$ cat src/rtl/mem_access_unit_pkg.sv
// ----------------------------------------------------------------------------
// mem_access_unit_pkg: shared size codes, FSM encodings and IO window base. Rev 1.0
// ----------------------------------------------------------------------------
`default_nettype none

package mem_access_unit_pkg;

  localparam logic [1:0] SZ_BYTE = 2'b00;
  localparam logic [1:0] SZ_HALF = 2'b01;
  localparam logic [1:0] SZ_WORD = 2'b10;

  localparam logic [31:0] DEF_IO_BASE = 32'hFFFF_FC00;

  typedef enum logic [1:0] {
    ST_IDLE   = 2'd0,
    ST_MEM_RD = 2'd1,
    ST_IO_ACC = 2'd2,
    ST_DONE   = 2'd3
  } state_t;

  // Size code 2'b11 behaves exactly like a word access.
  function automatic logic [1:0] norm_size(input logic [1:0] size);
    logic [1:0] res;
    res = (size == 2'b11) ? SZ_WORD : size;
    return res;
  endfunction

  function automatic logic is_misaligned(input logic [1:0] size, input logic [1:0] low);
    logic res;
    case (size)
      SZ_HALF: res = low[0];
      SZ_WORD: res = |low;
      default: res = 1'b0;
    endcase
    return res;
  endfunction

endpackage

`default_nettype wire

$ cat src/rtl/mem_access_unit_load_extend.sv
// ----------------------------------------------------------------------------
// mem_access_unit_load_extend: lane shift plus sign/zero extension of a read word. Rev 1.0
// ----------------------------------------------------------------------------
`default_nettype none

module mem_access_unit_load_extend
  import mem_access_unit_pkg::*;
(
  input  logic [31:0] word,
  input  logic [1:0]  offset,
  input  logic [1:0]  size,
  input  logic        is_unsigned,
  output logic [31:0] data
);

  logic [31:0] shifted;

  always_comb begin
    shifted = word >> {offset, 3'b000};
    case (size)
      SZ_BYTE: data = {{24{~is_unsigned & shifted[7]}}, shifted[7:0]};
      SZ_HALF: data = {{16{~is_unsigned & shifted[15]}}, shifted[15:0]};
      default: data = shifted;
    endcase
  end

endmodule

`default_nettype wire

$ cat src/rtl/mem_access_unit.sv
// ----------------------------------------------------------------------------
// mem_access_unit: MEM-stage load/store engine for data RAM and the IO window. Rev 1.0
// ----------------------------------------------------------------------------
`default_nettype none

module mem_access_unit
  import mem_access_unit_pkg::*;
#(
  parameter int unsigned MEM_LATENCY = 2,
  parameter logic [31:0] IO_BASE     = DEF_IO_BASE,
  parameter int unsigned IO_TIMEOUT  = 15,
  parameter int unsigned DADDR_W     = 14
) (
  input  logic               clock,
  input  logic               reset,
  input  logic               req_read,
  input  logic               req_write,
  input  logic [1:0]         req_size,
  input  logic               req_unsigned,
  input  logic [31:0]        req_addr,
  input  logic [31:0]        req_wdata,
  output logic               stall_out,
  output logic [31:0]        rdata_out,
  output logic               is_io_out,
  output logic               addr_exc_out,
  output logic               dmem_en,
  output logic [3:0]         dmem_we,
  output logic [DADDR_W-1:0] dmem_addr,
  output logic [31:0]        dmem_wdata,
  input  logic [31:0]        dmem_rdata,
  output logic               io_rd,
  output logic               io_wr,
  output logic [9:0]         io_addr,
  output logic [31:0]        io_wdata,
  input  logic [31:0]        io_rdata,
  input  logic               io_ready
);

  localparam int unsigned CNT_MAX = (MEM_LATENCY > IO_TIMEOUT) ? MEM_LATENCY : IO_TIMEOUT;
  localparam int          CNT_W   = $clog2(CNT_MAX + 1);

  state_t             state, next_state;
  logic [CNT_W-1:0]   cnt;
  logic [9:0]         lat_addr;
  logic [31:0]        lat_wdata;
  logic [1:0]         lat_size;
  logic               lat_unsigned;
  logic               lat_write;
  logic [31:0]        rdata_q;
  logic               is_io_q;

  logic [1:0]  size_n;
  logic        accept, misal, exc, ok, to_io;
  logic        ram_rd, ram_wr, io_start;
  logic        mem_last, io_done;
  logic [31:0] ext_word, ext_data;
  logic [1:0]  ext_off;

  always_comb begin
    size_n   = norm_size(req_size);
    to_io    = (req_addr >= IO_BASE);
    misal    = is_misaligned(size_n, req_addr[1:0]);
    accept   = (state == ST_IDLE) && (req_read || req_write) && !reset;
    exc      = accept && misal;
    ok       = accept && !misal;
    ram_rd   = ok && !to_io && req_read;
    ram_wr   = ok && !to_io && !req_read;
    io_start = ok && to_io;
    mem_last = (cnt == CNT_W'(MEM_LATENCY));
    io_done  = io_ready || (cnt == CNT_W'(IO_TIMEOUT));
  end

  // IO data is right-aligned on its bus, so only RAM words need a lane shift.
  always_comb begin
    ext_word = (state == ST_IO_ACC) ? io_rdata : dmem_rdata;
    ext_off  = (state == ST_IO_ACC) ? 2'b00 : lat_addr[1:0];
  end

  mem_access_unit_load_extend u_load_extend (
    .word        (ext_word),
    .offset      (ext_off),
    .size        (lat_size),
    .is_unsigned (lat_unsigned),
    .data        (ext_data)
  );

  always_ff @(posedge clock) begin
    if (reset) state <= ST_IDLE;
    else       state <= next_state;
  end

  always_comb begin
    next_state = state;
    case (state)
      ST_IDLE: begin
        if (ram_rd)        next_state = ST_MEM_RD;
        else if (io_start) next_state = ST_IO_ACC;
      end
      ST_MEM_RD: if (mem_last) next_state = ST_DONE;
      ST_IO_ACC: if (io_done)  next_state = ST_DONE;
      default:   next_state = ST_IDLE;
    endcase
  end

  always_ff @(posedge clock) begin
    if (reset) begin
      cnt          <= '0;
      lat_addr     <= '0;
      lat_wdata    <= '0;
      lat_size     <= '0;
      lat_unsigned <= 1'b0;
      lat_write    <= 1'b0;
      rdata_q      <= '0;
      is_io_q      <= 1'b0;
    end else begin
      if (ram_rd || io_start) begin
        cnt          <= CNT_W'(1);
        lat_addr     <= req_addr[9:0];
        lat_wdata    <= req_wdata;
        lat_size     <= size_n;
        lat_unsigned <= req_unsigned;
        lat_write    <= !req_read;
      end else if (((state == ST_MEM_RD) || (state == ST_IO_ACC)) && (cnt != CNT_W'(CNT_MAX))) begin
        cnt <= cnt + CNT_W'(1);
      end
      if ((state == ST_MEM_RD) && mem_last) begin
        rdata_q <= ext_data;
        is_io_q <= 1'b0;
      end
      // A read that times out returns zero instead of whatever sits on the bus.
      if ((state == ST_IO_ACC) && io_done) begin
        is_io_q <= 1'b1;
        if (!lat_write) rdata_q <= io_ready ? ext_data : 32'h0;
      end
    end
  end

  always_comb begin
    stall_out    = 1'b0;
    addr_exc_out = 1'b0;
    dmem_en      = 1'b0;
    dmem_we      = 4'b0000;
    dmem_addr    = '0;
    dmem_wdata   = 32'h0;
    io_rd        = 1'b0;
    io_wr        = 1'b0;
    io_addr      = 10'h0;
    io_wdata     = 32'h0;
    if (!reset) begin
      addr_exc_out = exc;
      stall_out    = ram_rd || io_start || (state == ST_MEM_RD) || (state == ST_IO_ACC);
      if (ram_rd || ram_wr) begin
        dmem_en   = 1'b1;
        dmem_addr = req_addr[DADDR_W+1:2];
      end
      if (ram_wr) begin
        case (size_n)
          SZ_BYTE: begin
            dmem_we    = 4'b0001 << req_addr[1:0];
            dmem_wdata = {4{req_wdata[7:0]}};
          end
          SZ_HALF: begin
            dmem_we    = req_addr[1] ? 4'b1100 : 4'b0011;
            dmem_wdata = {2{req_wdata[15:0]}};
          end
          default: begin
            dmem_we    = 4'b1111;
            dmem_wdata = req_wdata;
          end
        endcase
      end
      if (state == ST_IO_ACC) begin
        io_rd    = !lat_write;
        io_wr    = lat_write;
        io_addr  = lat_addr;
        io_wdata = lat_wdata;
      end
    end
  end

  assign rdata_out = rdata_q;
  assign is_io_out = is_io_q;

endmodule

`default_nettype wire

$ cat config.mk
export PLATFORM = sky130hd
export DESIGN_NAME = mem_access_unit
export DESIGN_NICKNAME = d
export VERILOG_FILES = /design/src/rtl/mem_access_unit_pkg.sv /design/src/rtl/mem_access_unit_load_extend.sv /design/src/rtl/mem_access_unit.sv
export SDC_FILE = /design/constraint.sdc
export NUM_CORES = 1
export LEC_CHECK = 0
export BUFFER_PORTS_ARGS = -buffer_cell sky130_fd_sc_hd__buf_2
export CAP_MARGIN = 30
export CORE_MARGIN = 5
export CORE_UTILIZATION = 45
export CTS_CLUSTER_SIZE = 10
export DETAILED_ROUTE_END_ITERATION = 8
export HOLD_SLACK_MARGIN = 0.03
export PLACE_DENSITY = 0.9
export SYNTH_ARGS = -nofsm -noshare
export SYNTH_HDL_FRONTEND = slang
export SYNTH_HIERARCHICAL = 1
export SYNTH_SLANG_ARGS = --single-unit
$ cat constraint.sdc
create_clock -name clock -period 8.6 [get_ports clock]
set_clock_uncertainty 0.15 [all_clocks]
set_input_delay 1.72 -clock clock [delete_from_list [all_inputs] [get_ports clock]]
set_output_delay 1.72 -clock clock [all_outputs]
set_load 0.02 [all_outputs]
Yosys cells after proc, flatten, opt, wreduce, memory -nomap -nowiden
Cells that the tools add are included.
{"block": "word_totals", "rom_bits": 0, "memories": 0, "register_bits": 85, "elab_cells": 99, "ramBits": 0, "latch_bits": 0}
{"block": "op_classes", "magnitude_cmp": 1, "muxes": 39, "eq_ne": 12, "addsub": 1, "bitwise": 3, "multipliers": 0, "shift": 2, "n_div": 0, "n_reduce_logical": 31}
{"op": "$mux W32", "count": 9}
{"op": "$pmux W32 S2", "count": 2}
{"op": "$ge A32 B32 Y1 const B", "count": 1}
{"op": "$shr A32 B5 Y32", "count": 1}
{"op": "$mux W14", "count": 2}
{"op": "$mux W10", "count": 2}
{"op": "$mux W1", "count": 12}
{"op": "$mux W2", "count": 6}
{"op": "$mux W4", "count": 3}
{"op": "$logic_and A1 B1 Y1", "count": 11}
{"op": "$pmux W4 S2", "count": 1}
{"op": "$logic_or A1 B1 Y1", "count": 7}
{"op": "$eq A2 B1 Y1 const B", "count": 3}
{"op": "$eq A2 B2 Y1 const B", "count": 3}
{"op": "$logic_not A2 Y1", "count": 3}
{"op": "$pmux W2 S3", "count": 1}
{"op": "$logic_not A1 Y1", "count": 5}
{"op": "$add A4 B1 Y4 const B", "count": 1}
{"op": "$eq A4 B2 Y1 const B", "count": 1}
{"op": "$eq A4 B4 Y1 const B", "count": 1}
{"op": "$ne A2 B2 Y1 const B", "count": 2}
{"op": "$ne A4 B4 Y1 const B", "count": 1}
{"op": "$reduce_bool A2 Y1", "count": 2}
{"op": "$reduce_or A2 Y1", "count": 2}
{"op": "other kinds (6)", "count": 7}

Logic depth before layout (Yosys ltp)
{"block": "logic_depth", "word_depth": 12, "ltp_mapped": 12, "ltp_nobuf": 8}

Hierarchy
The synthesis kept the hierarchy.
{"module": "mem_access_unit", "n_inst": 1, "cells_each": 580, "area_each_um2": 4539.4}
{"module": "mem_access_unit_load_extend", "n_inst": 1, "cells_each": 103, "area_each_um2": 768.2}

Worst setup path after synthesis
OpenSTA, ideal clock, no wires.
{"block": "synth_path", "kind": "input port to output port", "startpoint": "input req_size[0]", "endpoint": "output dmem_wdata[15]", "arrival_time_ps": 3432, "required_ps": 6730, "setup_slack_ps": 3298, "path_buffers": 2, "stages": 7, "cell_sequence": "or2_1 > buf_2 > a2111oi_4 > and2b_2 > nand2_2 > buf_6 > a21oi_1"}
{"block": "synth_between", "elab_chain_len": 10, "word_cells_on_any_way": 13, "classes_between": "3 x eq/ne; 5 x mux; 5 x reduce/logical"}
{"item": "from (decl)", "line": "mem_access_unit.sv:18", "source": "input logic [1:0] req_size,"}
{"item": "$eq A2 B2 Y1", "line": "mem_access_unit_pkg.sv:24", "source": "res = (size == 2'b11) ? SZ_WORD : size;"}
{"item": "$mux W2 *", "line": "mem_access_unit_pkg.sv:24"}
{"item": "$eq A2 B2 Y1 / $eq A2 B1 Y1 (equally long branches)", "line": "mem_access_unit_pkg.sv:30, mem_access_unit.sv:157"}
{"item": "$pmux W1 S2", "line": "mem_access_unit_pkg.sv:30", "source": "case (size)"}
{"item": "$logic_not A1 Y1", "line": "mem_access_unit.sv:65", "source": "ok = accept && !misal;"}
{"item": "$logic_and A1 B1 Y1", "line": "mem_access_unit.sv:65"}
{"item": "$logic_and A1 B1 Y1 (2 in series)", "line": "mem_access_unit.sv:67", "source": "ram_wr = ok && !to_io && !req_read;"}
{"item": "$mux W32 *", "line": "mem_access_unit.sv:156", "source": "if (ram_wr) begin"}
{"item": "$mux W32 *", "line": "mem_access_unit.sv:149", "source": "if (!reset) begin"}
{"item": "to (decl)", "line": "mem_access_unit.sv:29", "source": "output logic [31:0] dmem_wdata,"}
Every way passes the cells marked *; elsewhere a longest branch is shown, timed or not.

Final worst setup path
{"block": "layout_path", "startpoint": "input req_size[1]", "endpoint": "output dmem_wdata[8]"}
Same word-level chain as after synthesis.

==> results.cfg <==
[critical_path]
arrival_ps = 4400
rr_endpoint = rdata_out[14]
crit_required_ps = 6730
r2r_cells = 8
critical-path-max-stage-delay_ps = 600
crit_type = input port to output pin
worstSetupStartpointType = input port
crit_chain = buf_2 -> or2_1 -> a2111oi_4 -> and2b_2 -> nand2_2 -> a21oi_1 -> buf_2
path_buf_inv = 2
crit_slowest_cell = a2111oi_4
path_common_cell = buf_2
endpoint_kind = output pin
ff2ff_setup_slack_ps = 5440
critPathMaxFanout = 30
timing.rr.start = state[0]
critPathTopFamily = simple AND/OR/NAND/NOR gates

[cts]
htreeDepth = 3
path_clk_slew_ps = 60
clk_path_buf_depth = 2
post-cts-setup-buffers = 0
clock_sinks = 85
cts_tree = yes
cts_hold_buf = 0
clk_latency_ps = 330
cts-root-buf = clkbuf_16
numCtsBuffers = 9
ctsResizeCount = 0

[yosys]
avgSynthCellArea_um2 = 7.77
netlist_instances = 683
synth_flop_cell = dfxtp_1
synth.distinct_cells = 52
ys_seq_elements = 85
synth_edf_count = 0
syn_nets = 825
yosys_warnings = 6
synth-seq-area-share_pct = 32.1
synthesis.area_um2 = 5310
async_reset_ff_share_pct = 0

[floorplanning]
core_area_um2 = 11500
pin_count = 266
dieArea_um2 = 14100
rows = 39
start_util_pct = 46.3
die_y_um = 119
dieWidth_um = 119

[detailed_routing]
drc = 0
first_iter_violations = 593
vias_per_cell = 5.57
wl_per_cell_um = 16.9
ant_nets = 0
firstDrtPassIters = 5
routed_wl_um = 17900
dr_total_vias = 5897

[pwr]
leakage_uw = 0.00324
combPwrFrac_pct = 32.8
clockPowerShare_pct = 31.4
seqPwrFrac_pct = 35.9
p_per_area_nw_per_um2 = 180
switchingPower_uw = 412
ir_drop_mv = 0.104
intPower_uw = 833
total_power_uw = 1240
switching_share_pct = 33.1

[final_layout]
nFillCells = 1022
synthToLayoutAreaGrowth_pct = 30.4
antenna_cells = 0
final_common_cell = buf_2
drive_gt1_share_pct = 37.8
final_cell_mix = 265 x buf_2, 107 x nand2_1, 93 x a21oi_1
final_nets = 1054

[grt]
grtUsageMet3_pct = 5.97
track_usage_pct = 24.0
antenna_found_initial = 0
grt_pass1_wl_um = 28300
grt_pass1_vias = 5564
grt_overflow = 0
gr-usage-met2_pct = 40.3
grt_max_degree = 89
met1_usage_pct = 29.5
grt_busiest_layer = met2

[sta]
fin_crit_sh_pct = 72.9
max_freq_mhz = 160
worstMarginPinSlew_ps = 943
finalSetupTns_ps = 0
maxSlewViolCount = 0
setup_viol = 0
slew_headroom_pct = 37.1
holdWs_ps = 300
finalCriticalPeriod_ps = 6270
finalHoldViolCount = 0
rsz0062_at_grt = no
fin_ws_ps = 2330

[worst_hold_path]
hold-path-cell-count = 2
hp-class = register to register
hold_end = lat_wdata[23]
hold_start = lat_wdata[23]

[place]
place.gp.congestion = 0.923
portBuffers = 265
dpl.hpwl_um = 13500
place_ws_ps = 2360

[flow_run]
max_cap_violations = 0

[run_status]
outcome = complete, no violations
==> tightest hold or removal path, delay by kind of cell (launching register included) <==
family,cells,cell delay [ps]
compound gates,1,50
simple gates,1,50
flops,1,300
==> power by group through the flow <==
| stage | Sequential, uW | Combinational [uW] | Clock (uW) |
|---|---|---|---|
| finish | 446 | 408 | 390 |
| global route | 450 | 447 | 417 |
| CTS | 446 | 405 | 400 |
| detailed placement | 455 | 403 | 0 |
| global placement | 453 | 397 | 0 |
| floorplan | 471 | 267 | 0 |
==> cell type report <==
| class | instances | area, um^2 | share of cell area, % |
|---|---|---|---|
| Inverter | 8 | 30.0 | 0.434 |
| Sequential cell | 85 | 1700 | 24.6 |
| Multi-Input combinational cell | 536 | 3330 | 48.1 |
| Clock buffer | 12 | 256 | 3.71 |
| Clock inverter | 3 | 45.0 | 0.651 |
| Tap cell | 143 | 179 | 2.59 |
| Timing Repair Buffer | 272 | 1380 | 19.9 |
==> worst max-delay path by stage <==
stage / slack (ps) / depth (start not counted) / endpoint / start
2_1_floorplan: 3300 / 7 / dmem_wdata[15] / req_size[0]
3_3_place_gp: 2550 / 7 / dmem_wdata[10] / req_size[1]
3_5_place_dp: 2360 / 7 / dmem_wdata[8] / req_size[1]
4_1_cts: 2370 / 7 / dmem_wdata[8] / req_size[1]
5_1_grt: 2060 / 7 / dmem_wdata[8] / req_size[1]
6_report: 2330 / 7 / dmem_wdata[8] / req_size[1]
==> per-stage QoR <==
stage	instances	util, %	cell area, um^2
after floorplan	683	-	5310
after global placement	1044	57.7	6620
after detailed placement	1044	57.7	6620
after CTS	1059	60.3	6920
after global routing	1059	60.3	6920
final	1059	60.3	6920
==> flip-flops by register name, summed over array words and instances, names as in the netlist <==
| name | count |
|---|---|
| cnt | 4 |
| is_io_out | 1 |
| lat_addr | 10 |
| lat_size | 2 |
| lat_unsigned | 1 |
| lat_wdata | 32 |
| lat_write | 1 |
| rdata_out | 32 |
| state | 2 |
==> synth_stat cells (9+ instances only) <==
| library cell | instances | area share (%) |
|---|---|---|
| nand2_1 | 107 | 7.6 |
| and2_1 | 58 | 6.8 |
| nor2_1 | 71 | 5.0 |
| dfxtp_1 | 85 | 32 |
| a21oi_1 | 93 | 8.8 |
| buf_2 | 12 | 1.1 |
| a22oi_1 | 33 | 4.7 |
| or2_2 | 9 | 1.1 |
| mux2_2 | 34 | 7.2 |
| and3_1 | 9 | 1.1 |
| clkbuf_1 | 31 | 2.2 |
| mux2i_1 | 32 | 6.0 |
| a211oi_1 | 9 | 1.3 |
| nor2b_1 | 13 | 1.5 |
==> cells by family after synthesis <==
group | count (synthesis) | share of synthesized area [%]
AO/OA/AOI/OAI | 166 | 20.0
XOR/XNOR | 3 | 0.495
adder cells (fa/ha/maj) | 6 | 1.41
buffers and inverters | 62 | 5.66
flip-flops | 85 | 32.1
multiplexers | 69 | 14.0
AND/OR/NAND/NOR | 292 | 26.3
==> metal layers <==
| layer | vias up | share of wire [%] | wire (um) |
|---|---|---|---|
| li1 | 2828 | - | - |
| met2 | 339 | 49 | 8790 |
| met3 | 58 | 8.8 | 1560 |
| met5 | - | 0 | 0 |
| met4 | 0 | 3.4 | 601 |
| met1 | 2672 | 39 | 6890 |
No activity file was read; power rests on OpenSTA's default activity.
